--- src/rtl/sr_cmd_gen.sv ---
// rtl/sr_cmd_gen.sv - push-button to SR latch command sequencer with debounce and queueing
module sr_cmd_gen #(
    parameter int DB_CYCLES = 4,
    parameter int PULSE_LEN = 2
) (
    input  logic clk,
    input  logic rst_n,
    input  logic btn_set,
    input  logic btn_rst,
    output logic S,
    output logic R,
    output logic EN,
    output logic busy,
    output logic conflict
);

    localparam int CW = $clog2(DB_CYCLES + 1);
    localparam int PW = (PULSE_LEN > 1) ? $clog2(PULSE_LEN) : 1;

    typedef enum logic [1:0] {IDLE, SETUP, STROBE, HOLD} state_t;

    // Index 0 carries the set button, index 1 the reset button.
    logic [1:0]    btn;
    logic [1:0]    sync1;
    logic [1:0]    sync2;
    logic [1:0]    db;
    logic [1:0]    db_q;
    logic [CW-1:0] cnt [2];

    logic req_set;
    logic req_rst;
    logic single;

    state_t        state_q, state_d;
    logic          s_q, s_d;
    logic          r_q, r_d;
    logic          en_q, en_d;
    logic [PW-1:0] pcnt_q, pcnt_d;
    logic          pend_v_q, pend_v_d;
    logic          pend_set_q, pend_set_d;

    assign btn = {btn_rst, btn_set};

    // Synchronise both buttons and debounce: a level change is accepted only after
    // DB_CYCLES consecutive synchronised samples disagree with the current level.
    always_ff @(posedge clk or negedge rst_n) begin
        if (!rst_n) begin
            sync1 <= '0;
            sync2 <= '0;
            db    <= '0;
            db_q  <= '0;
            cnt   <= '{default: '0};
        end else begin
            sync1 <= btn;
            sync2 <= sync1;
            db_q  <= db;
            for (int i = 0; i < 2; i++) begin
                if (sync2[i] == db[i]) begin
                    cnt[i] <= '0;
                end else if (cnt[i] == CW'(DB_CYCLES - 1)) begin
                    cnt[i] <= '0;
                    db[i]  <= ~db[i];
                end else begin
                    cnt[i] <= cnt[i] + CW'(1);
                end
            end
        end
    end

    // Press detection: only rising debounced levels produce requests.
    assign req_set  = db[0] & ~db_q[0];
    assign req_rst  = db[1] & ~db_q[1];
    assign single   = req_set ^ req_rst;
    assign conflict = req_set & req_rst;

    // State, registered latch outputs, strobe counter and pending slot.
    always_ff @(posedge clk or negedge rst_n) begin
        if (!rst_n) begin
            state_q    <= IDLE;
            s_q        <= 1'b0;
            r_q        <= 1'b0;
            en_q       <= 1'b0;
            pcnt_q     <= '0;
            pend_v_q   <= 1'b0;
            pend_set_q <= 1'b0;
        end else begin
            state_q    <= state_d;
            s_q        <= s_d;
            r_q        <= r_d;
            en_q       <= en_d;
            pcnt_q     <= pcnt_d;
            pend_v_q   <= pend_v_d;
            pend_set_q <= pend_set_d;
        end
    end

    // Next-state logic: S/R are launched one cycle before EN rises and held one
    // cycle after it falls, so the latch data is stable around the strobe.
    always_comb begin
        state_d    = state_q;
        s_d        = s_q;
        r_d        = r_q;
        en_d       = 1'b0;
        pcnt_d     = pcnt_q;
        pend_v_d   = pend_v_q;
        pend_set_d = pend_set_q;
        case (state_q)
            IDLE: begin
                if (pend_v_q) begin
                    state_d  = SETUP;
                    s_d      = pend_set_q;
                    r_d      = ~pend_set_q;
                    // A fresh press arriving as the slot drains refills it.
                    pend_v_d = single;
                    if (single) begin
                        pend_set_d = req_set;
                    end
                end else if (single) begin
                    state_d = SETUP;
                    s_d     = req_set;
                    r_d     = req_rst;
                end
            end
            SETUP: begin
                state_d = STROBE;
                en_d    = 1'b1;
                pcnt_d  = '0;
            end
            STROBE: begin
                if (pcnt_q == PW'(PULSE_LEN - 1)) begin
                    state_d = HOLD;
                end else begin
                    en_d   = 1'b1;
                    pcnt_d = pcnt_q + PW'(1);
                end
            end
            HOLD: begin
                state_d = IDLE;
                s_d     = 1'b0;
                r_d     = 1'b0;
            end
            default: begin
                state_d = IDLE;
                s_d     = 1'b0;
                r_d     = 1'b0;
            end
        endcase
        if ((state_q != IDLE) && single) begin
            pend_v_d   = 1'b1;
            pend_set_d = req_set;
        end
    end

    assign S    = s_q;
    assign R    = r_q;
    assign EN   = en_q;
    assign busy = (state_q != IDLE);

endmodule

--- config.mk ---
export PLATFORM = sky130hd
export DESIGN_NAME = sr_cmd_gen
export DESIGN_NICKNAME = d
export VERILOG_FILES = /design/src/rtl/sr_cmd_gen.sv
export SDC_FILE = /design/constraint.sdc
export NUM_CORES = 1
export LEC_CHECK = 0
export ABC_AREA = 1
export CORE_ASPECT_RATIO = 0.8
export CORE_MARGIN = 2
export CORE_UTILIZATION = 50
export DETAILED_ROUTE_END_ITERATION = 16
export PLACE_DENSITY = 0.71
export SLEW_MARGIN = 20
export SYNTH_ARGS = -nofsm -noshare
export SYNTH_HDL_FRONTEND = slang
export SYNTH_SLANG_ARGS = --single-unit
--- constraint.sdc ---
create_clock -name clk -period 1.8 [get_ports clk]
set_input_delay 0.36 -clock clk [delete_from_list [all_inputs] [get_ports clk]]
set_output_delay 0.36 -clock clk [all_outputs]
set_load 0.02 [all_outputs]
# Word-level counts from Yosys, hierarchy flattened

Index checks and enable logic that the tools add are counted.

Register bits after elaboration: 22
Input port bits: 4
Logic and storage cells: 74
Output and inout port bits: 5

$add $sub $neg: 3
Bitwise gates (word level): 11
Muxes and demuxes: 24
Reduce and logical (&&, ||, !) cells: 13
Eq/ne operators: 9

Operators with widths:

| kind                                                                   | count |
|---|---|
| 1-bit two-way mux                                                      | 12 |
| 3-bit two-way mux                                                      | 4 |
| 2-bit nonzero test                                                     | 6 |
| 1-bit case mux with 2 select lines                                     | 4 |
| 2-bit case mux with 4 select lines                                     | 1 |
| 2-bit AND reduction                                                    | 4 |
| 1-bit inverter                                                         | 7 |
| 3-bit by 1-bit adder with 3-bit output (second input constant)         | 2 |
| 3-bit by 2-bit equality test with 1-bit output (second input constant) | 2 |
| 2-bit two-way mux                                                      | 3 |
| 2-bit equality test (second input constant)                            | 2 |
| 1-bit bitwise AND                                                      | 3 |
| 3-bit != test (second input constant)                                  | 1 |
| 3-bit AND reduction                                                    | 1 |
| 1-bit equality test                                                    | 2 |
| 2-bit by 1-bit equality test with 1-bit output (second input constant) | 1 |
| 2-bit logical NOT                                                      | 1 |
| 2-bit != test (second input constant)                                  | 1 |
| 1-bit adder (second input constant)                                    | 1 |
| 1-bit logical AND                                                      | 1 |
| 1-bit XOR                                                              | 1 |

# Logic depth before layout (Yosys ltp)

Gate-level depths: netlist of the first run.

Depth after elaboration: 7
Gate-level depth with buffers: 9
Mapped depth without buffers: 9

# Worst setup path after synthesis of the first run

Ideal clock, no wire load.

Path type: register to register
From: reg db[0]
To: reg state_q[0]
Cell stages (with the launch flop): 8
Slack: 475 ps
Data arrival time: 1209 ps
Buffers on the path: 0
Required time: 1683 ps
Clock period less this slack: 1325 ps
Path through: dfrtp_1 nand2_1 inv_1 ha_1 nor2_1 nand2_1 nand3_1 nand2_1

Longest elaborated chain between the ends: 4

RTL lines:

| what                                 | RTL line | text |
|---|---|---|
| from (decl)                          | 26       | `logic [1:0] db;` |
| from (signal, indexed assignment)    | 62       | `db[i] <= ~db[i];` |
| 1-bit bitwise AND                    | 71       | `assign req_set = db[0] & ~db_q[0];` |
| 1-bit XOR                            | 73       | `assign single = req_set ^ req_rst;` |
| 3-bit != test (no source line)       | n/a      |  |
| 2-bit AND reduction (no source line) | n/a      |  |
| to (signal assigned)                 | 87       | `state_q <= state_d;` |
| to (decl)                            | 34       | `state_t state_q, state_d;` |

Every way passes these cells.
A chain may end at the register's enable or synchronous reset.

# Worst setup path after layout of the first run

From: reg state_q[1]
To: out busy

Longest elaborated chain between the ends: 1

RTL lines:

| what               | RTL line | text |
|---|---|---|
| 2-bit nonzero test | 157      | `assign busy = (state_q != IDLE);` |
| to (decl)          | 13       | `output logic busy,` |

Every way passes these cells.

==> results of run 1 <==
power by group:
part / leakage [nW] / switching, mW / internal [mW] / total [mW]
registers: 0.278 / 0.0900 / 0.653 / 0.743
logic: 0.286 / 0.478 / 0.381 / 0.858
clock network: 0.0210 / 0.137 / 0.123 / 0.260
total: 0.584 / 0.705 / 1.16 / 1.86
Yosys cell counts:
master | count | area share (%)
ha_1 | 8 | 11
inv_2 | 1 | 0.40
xnor2_1 | 2 | 1.9
dfrtp_1 | 22 | 59
nor2_1 | 6 | 2.4
a21boi_0 | 1 | 0.80
nor2_2 | 1 | 0.67
or2_2 | 1 | 0.67
a21oi_1 | 1 | 0.53
nor3_1 | 3 | 1.6
nand3_1 | 4 | 2.1
o21ai_0 | 5 | 2.7
inv_1 | 13 | 5.2
o21ai_2 | 1 | 0.93
nand2_1 | 24 | 9.6
nor3_2 | 1 | 1.1
flip-flops by register name, summed over array words and instances, names as in the netlist:
name	cells
cnt	6
db	2
db_q	2
state_q	2
sync1	2
sync2	2
EN	1
R	1
S	1
pcnt_q	1
pend_set_q	1
pend_v_q	1
worst register-to-register path, delay by kind of cell, from the launching register on:
family        cells  cell delay, ns
fa+ha+maj         1            0.33
simple gates      6            0.66
flops             1            0.43
buf+inv           1            0.06
through the flow:
step                instance area [µm²]  instances  util [%]
global placement                   1070        128      63.5
finish                             1120        133      66.5
global route                       1120        133      66.5
CTS                                1110        132      65.7
floorplan                           937         94         -
detailed placement                 1070        128      63.5
layer usage:
layer,track usage [%],up-vias,share of wire [%]
li1,-,327,-
met4,4.62,0,0.59
met1,22.6,265,53
met3,6.34,2,3.3
met5,0,-,0
met2,19.8,9,43
area by class of cell:
cell class,instances,share of cell area (%)
Clock buffer,4,3.23
Tap cell,22,2.45
Inverter,14,4.67
Timing Repair Buffer,13,9.90
Multi-Input combinational cell,58,30.8
Sequential cell,22,48.9
layout by cell type, fill, tap and decap left out:
cell type         n
nand3_1           4
inv_2             3
ha_1              7
a21boi_0          1
a21oi_1           1
o21ai_0           5
nand2_1          24
nor3_2            1
clkbuf_4          3
nor3_1            3
dfrtp_1          22
clkbuf_8          1
clkdlybuf4s50_1   6
clkbuf_2          1
xnor2_1           2
nor2_2            1
nor2_1            6
ha_4              1
buf_4             5
inv_1            11
or2_2             1
dlygate4sd2_1     1
o21ai_2           1
kinds of logic (layout without fill, tap and decap cells):
kind of cell,count (synthesis),in the layout
buffers and inverters,14,31
AND/OR/NAND/NOR,40,40
adder cells (fa/ha/maj),8,8
flip-flops,22,22
XOR/XNOR,2,2
AO/OA/AOI/OAI,8,8
worst max path at each step:
stage          depth (start not counted)        from  slack (ns)    endpoint
6_report                               4  state_q[1]        0.12        busy
4_1_cts                                4       db[0]       0.001    conflict
5_1_grt                                4  state_q[1]        0.04        busy
3_5_place_dp                           4  state_q[1]        0.07        busy
3_3_place_gp                           4  state_q[1]        0.11        busy
2_1_floorplan                          7       db[0]        0.47  state_q[0]
timing repair:
action                     CTS  global route
setup endpoints to repair    2             2
buffers inserted             0             1
gates resized for setup      3             5
cloned                       0             0
==> results_dict.tcl, run 1 <==
set metrics [dict create \
    final_nets 124 \
    path_max_fanout 4 \
    vias_per_cell 4.53 \
    place_ws_ns 0.0744 \
    hold_path_class "in -> async" \
    firstDrtPassIters 3 \
    first_iter_violations 6 \
    antenna_found_initial 0 \
    synth_adder_area_share_pct 10.7 \
    critPathBufInv 3 \
    cts_sinks 22 \
    critPathArrivalTime_ns 1.32 \
    power-per-cell-area_mw_per_mm2 1660 \
    maxSlewViolCount 0 \
    synth_area_um2 937 \
    rows 13 \
    antennaDiodeCount 0 \
    wl_per_cell_um 10.1 \
    hpwl_um 1050 \
    drc 0 \
    grt_usage_pct 15.1 \
    cp-start-kind "flop" \
    clock_path_buffers 2 \
    cpPeakStageDelay_ns 0.40 \
    r2r_slack_ns 0.28 \
    syn-instance-count 94 \
    ys_types 16 \
    setup_ws_ns 0.118 \
    cts_tree "done" \
    worstPathRequired_ns 1.44 \
    synthSimpleGateAreaFrac_pct 18.2 \
    clk_latency_ns 0.30 \
    rsz0062_at_grt "false" \
    synth_xor_area_share_pct 1.87 \
    cap_violations 0 \
    areaGrowthSynthToFinish_pct 20.0 \
    die_h_um 42.7 \
    timing.final.crit_period_ns 1.68 \
    synthMuxAreaShare_pct 0 \
    cts.clk_slew.worst_paths_ns 0.11 \
    rr_endpoint "state_q[0]" \
    ys_ff_latch 22 \
    drive_gt1_share_pct 16.2 \
    gp_congestion 0.720 \
    report.power.total_mw 1.86 \
    timing.fmax_ghz 0.595 \
    ctsHoldBuffers 0 \
    rr_worst_depth 8 \
    cp_slowest_cell "dfrtp_1" \
    status "finished clean" \
    tightest_slew_ns 0.246 \
    seqCellArea_um2 551 \
    die_width_um 52.4 \
    yosysWarnings 0 \
    synth_compound_area_share_pct 4.94 \
    avgSynthCellArea_um2 9.97 \
    endpoint_kind "output pin" \
    core_area_mm2 0.00169 \
    grt_max_degree 13 \
    crit_chain "inv_2 > ha_4 > inv_1 > dlygate4sd2_1" \
    fin_tns_setup_ns 0 \
    relSlewSlack_pct 83.5 \
    ir_drop_mv 0.920 \
    drt-total-wl_um 1350 \
    port_buffers 8 \
    finalHoldViolations 0 \
    cts_buffers 3 \
    grt_pass1_vias 560 \
    start_util_pct 55.4 \
    grt-ovfl-total 0 \
    synthesis.nets 106 \
    io_pins 9 \
    multi_input_area_um2 347 \
    fillers 147 \
    antenna_left 0 \
    dieArea_mm2 0.00224 \
    leakage_nw 0.584 \
    fin_crit_sh_pct 93.4 \
    via_count 603 \
    r2r-start "db[0]" \
    skew_ns 0.00188 \
    htree_num_levels 1 \
    critical_path_class "reg -> out" \
    clockRootBuffer "clkbuf_4" \
    finalSetupViolCount 0 \
    synth_top_family_by_area "simple AND/OR/NAND/NOR gates" \
    grt_pass1_wl_um 2390 \
    ys_seq_area_share_pct 58.7 \
    hold_ws_ns 0.361 \
    crit_family "buffers and inverters" \
]
No activity file was read; power rests on OpenSTA's default activity.
==> run 2, diff against run 1 <==
--- a/config.mk
+++ b/config.mk
@@ -11,7 +11,7 @@
 export CORE_UTILIZATION = 50
 export DETAILED_ROUTE_END_ITERATION = 16
 export PLACE_DENSITY = 0.71
-export SLEW_MARGIN = 20
+export SLEW_MARGIN = 0
 export SYNTH_ARGS = -nofsm -noshare
 export SYNTH_HDL_FRONTEND = slang
 export SYNTH_SLANG_ARGS = --single-unit
==> results of run 2 <==
Final layout, timing and power as in run 1 (identical DEF).
==> RTL change: new RTL, config.mk and constraints of run 2 <==
Put a register stage on the outputs `busy` and `conflict`, with the module's reset. The values now appear one clock later. The other outputs are not delayed to match.
--- a/src/rtl/sr_cmd_gen.sv
+++ b/src/rtl/sr_cmd_gen.sv
@@ -72,5 +72,13 @@
     assign req_rst  = db[1] & ~db_q[1];
     assign single   = req_set ^ req_rst;
-    assign conflict = req_set & req_rst;
+    always_ff @(posedge clk or negedge rst_n) begin
+        if (!rst_n) begin
+            busy     <= '0;
+            conflict <= '0;
+        end else begin
+            busy     <= (state_q != IDLE);
+            conflict <= req_set & req_rst;
+        end
+    end
 
     // State, registered latch outputs, strobe counter and pending slot.
@@ -155,5 +163,4 @@
     assign R    = r_q;
     assign EN   = en_q;
-    assign busy = (state_q != IDLE);
 
 endmodule
Function: changed (a bounded check fails within 10 cycles, from zero or initial values and one cycle with rst_n low).
==> RTL change against run 2 <==
- total power decreased by 0.89%
- routed wire length decreased by 0.82%
- register-to-register slack better by 0.03 ns
- worst setup slack better by 0.048 ns
- sequential cell count is 2 higher
- largest cell class unchanged
- synthesized area increased by 5.3%
- die area up 4.9%
- worst hold slack improved by 0.0095 ns
- core utilization down 5.6 points
- cell area grew 1.4%
- via count increased by 5.0%
- combinational power is 11% lower
- critical path type unchanged
- first-iteration DRC count is 130% higher
==> RTL change: results (changes against run 2) <==
<table>
<tr><th>Metric</th><th>Value</th></tr>
<tr><th colspan="2">Worst setup path</th></tr>
<tr><td>Critical path startpoint</td><td>R</td></tr>
<tr><td>Cell with the largest stage delay on the worst path</td><td>sky130_fd_sc_hd__clkdlybuf4s50_1</td></tr>
<tr><td>Capturing instance or port of the critical path</td><td>R</td></tr>
<tr><th colspan="2">Yosys</th></tr>
<tr><td>Syn Area/Cell</td><td>10.28 sq um (+3.1%)</td></tr>
<tr><td>Leading post-synthesis cells by instance count</td><td>sky130_fd_sc_hd__dfrtp_1 (24), sky130_fd_sc_hd__nand2_1 (24), sky130_fd_sc_hd__inv_1 (12), sky130_fd_sc_hd__ha_1 (8), sky130_fd_sc_hd__nor2_1 (6)</td></tr>
<tr><td>Adder-cell area share of the yosys netlist</td><td>0.1014 (-0.005415)</td></tr>
<tr><th colspan="2">STA</th></tr>
<tr><td>Worst setup skew after layout</td><td>0.005679 ns (+0.003801 ns)</td></tr>
<tr><th colspan="2">Drt</th></tr>
<tr><td>Via count normalized by instance count</td><td>4.759 (+5.0%)</td></tr>
<tr><td>First-pass DRT Iterations</td><td>4 (+1)</td></tr>
<tr><td>Total routed wirelength</td><td>1335 um (-0.82%)</td></tr>
<tr><td>Wire length on met1</td><td>663 um (-7.5%)</td></tr>
<tr><td>Total via count in the routed design</td><td>633 (+5.0%)</td></tr>
<tr><th colspan="2">Cells and area</th></tr>
<tr><td>Proportion of layout cells with a drive suffix above 1</td><td>0.1009 (-0.06124)</td></tr>
<tr><td>Filler instances</td><td>169 (+15%)</td></tr>
<tr><td>Nets@finish</td><td>122 (-1.6%)</td></tr>
<tr><th colspan="2">Placement</th></tr>
<tr><td>Final Wtd Congestion</td><td>0.8101 (+13%)</td></tr>
<tr><td>Half-perimeter wire length after detailed placement</td><td>1044 um (-0.35%)</td></tr>
<tr><td>Worst Setup Slack post-DPL</td><td>0.3685 ns (+0.2941 ns)</td></tr>
<tr><td>Cells after DPL</td><td>129 (+0.78%)</td></tr>
<tr><th colspan="2">GRT</th></tr>
<tr><td>GR Util met3</td><td>0.07241 (+0.009034)</td></tr>
<tr><td>First-pass GRT wire length</td><td>2601 um (+9.0%)</td></tr>
<tr><td>Pin count of the biggest net entering global routing</td><td>25 (+12)</td></tr>
<tr><td>Met2 track demand over resource</td><td>0.2317 (+0.03421)</td></tr>
<tr><td>Total routing usage reported by global routing</td><td>0.1600 (+0.009254)</td></tr>
<tr><th colspan="2">Clock network</th></tr>
<tr><td>Gates resized, CTS repair</td><td>0 (-3)</td></tr>
<tr><th colspan="2">Run status</th></tr>
<tr><td>Run status</td><td>completed</td></tr>
<tr><th colspan="2">Pwr</th></tr>
<tr><td>Maximum ir drop on the vdd rail</td><td>0.8390 mV (-8.8%)</td></tr>
</table>
## RTL change: cell types whose count changed in the layout (fill, tap and decap cells not counted)
cell	delta
sky130_fd_sc_hd__clkdlybuf4s50_1	+2
sky130_fd_sc_hd__buf_4	-4
sky130_fd_sc_hd__inv_1	+1
sky130_fd_sc_hd__clkbuf_2	-1
sky130_fd_sc_hd__dfrtp_1	+2
sky130_fd_sc_hd__ha_4	-1
sky130_fd_sc_hd__dlygate4sd2_1	-1
sky130_fd_sc_hd__ha_1	+1
sky130_fd_sc_hd__inv_2	-1
## RTL change: report_power, final
part	switching (mW)	internal (mW)	leakage, nW
sequential	0.106	0.712	0.302
clock	0.144	0.123	0.0210
combinational	0.443	0.317	0.266
## RTL change: per-stage QoR
| step | hold slack (ns) | utilization | total power [mW] | instance area, sq um |
|---|---|---|---|---|
| after floorplan | 0.06441 | - | 1.378 | 987.2 |
| after global placement | 0.3323 | 0.5895 | 1.562 | 1105 |
| after detailed placement | 0.3485 | 0.5895 | 1.601 | 1105 |
| after CTS | 0.3784 | 0.6088 | 1.880 | 1141 |
| after global routing | 0.3778 | 0.6088 | 2.032 | 1141 |
| final | 0.3703 | 0.6088 | 1.846 | 1141 |
## RTL change: area by class of cell
type	instances	area [sq um]	share of cell area
clock buffer	4	36.28	0.03180
inverter	14	52.55	0.04605
multi-input combinational	58	334.1	0.2928
sequential	24	600.6	0.5263
tap	24	30.03	0.02632
timing repair buffer	9	87.58	0.07675
## RTL change: kinds of logic (layout without fill, tap and decap cells)
group,count (synthesis),count (layout)
buf+inv,14,27
compound gates,8,8
simple gates,40,40
flops,24,24
fa+ha+maj,8,8
xor+xnor,2,2
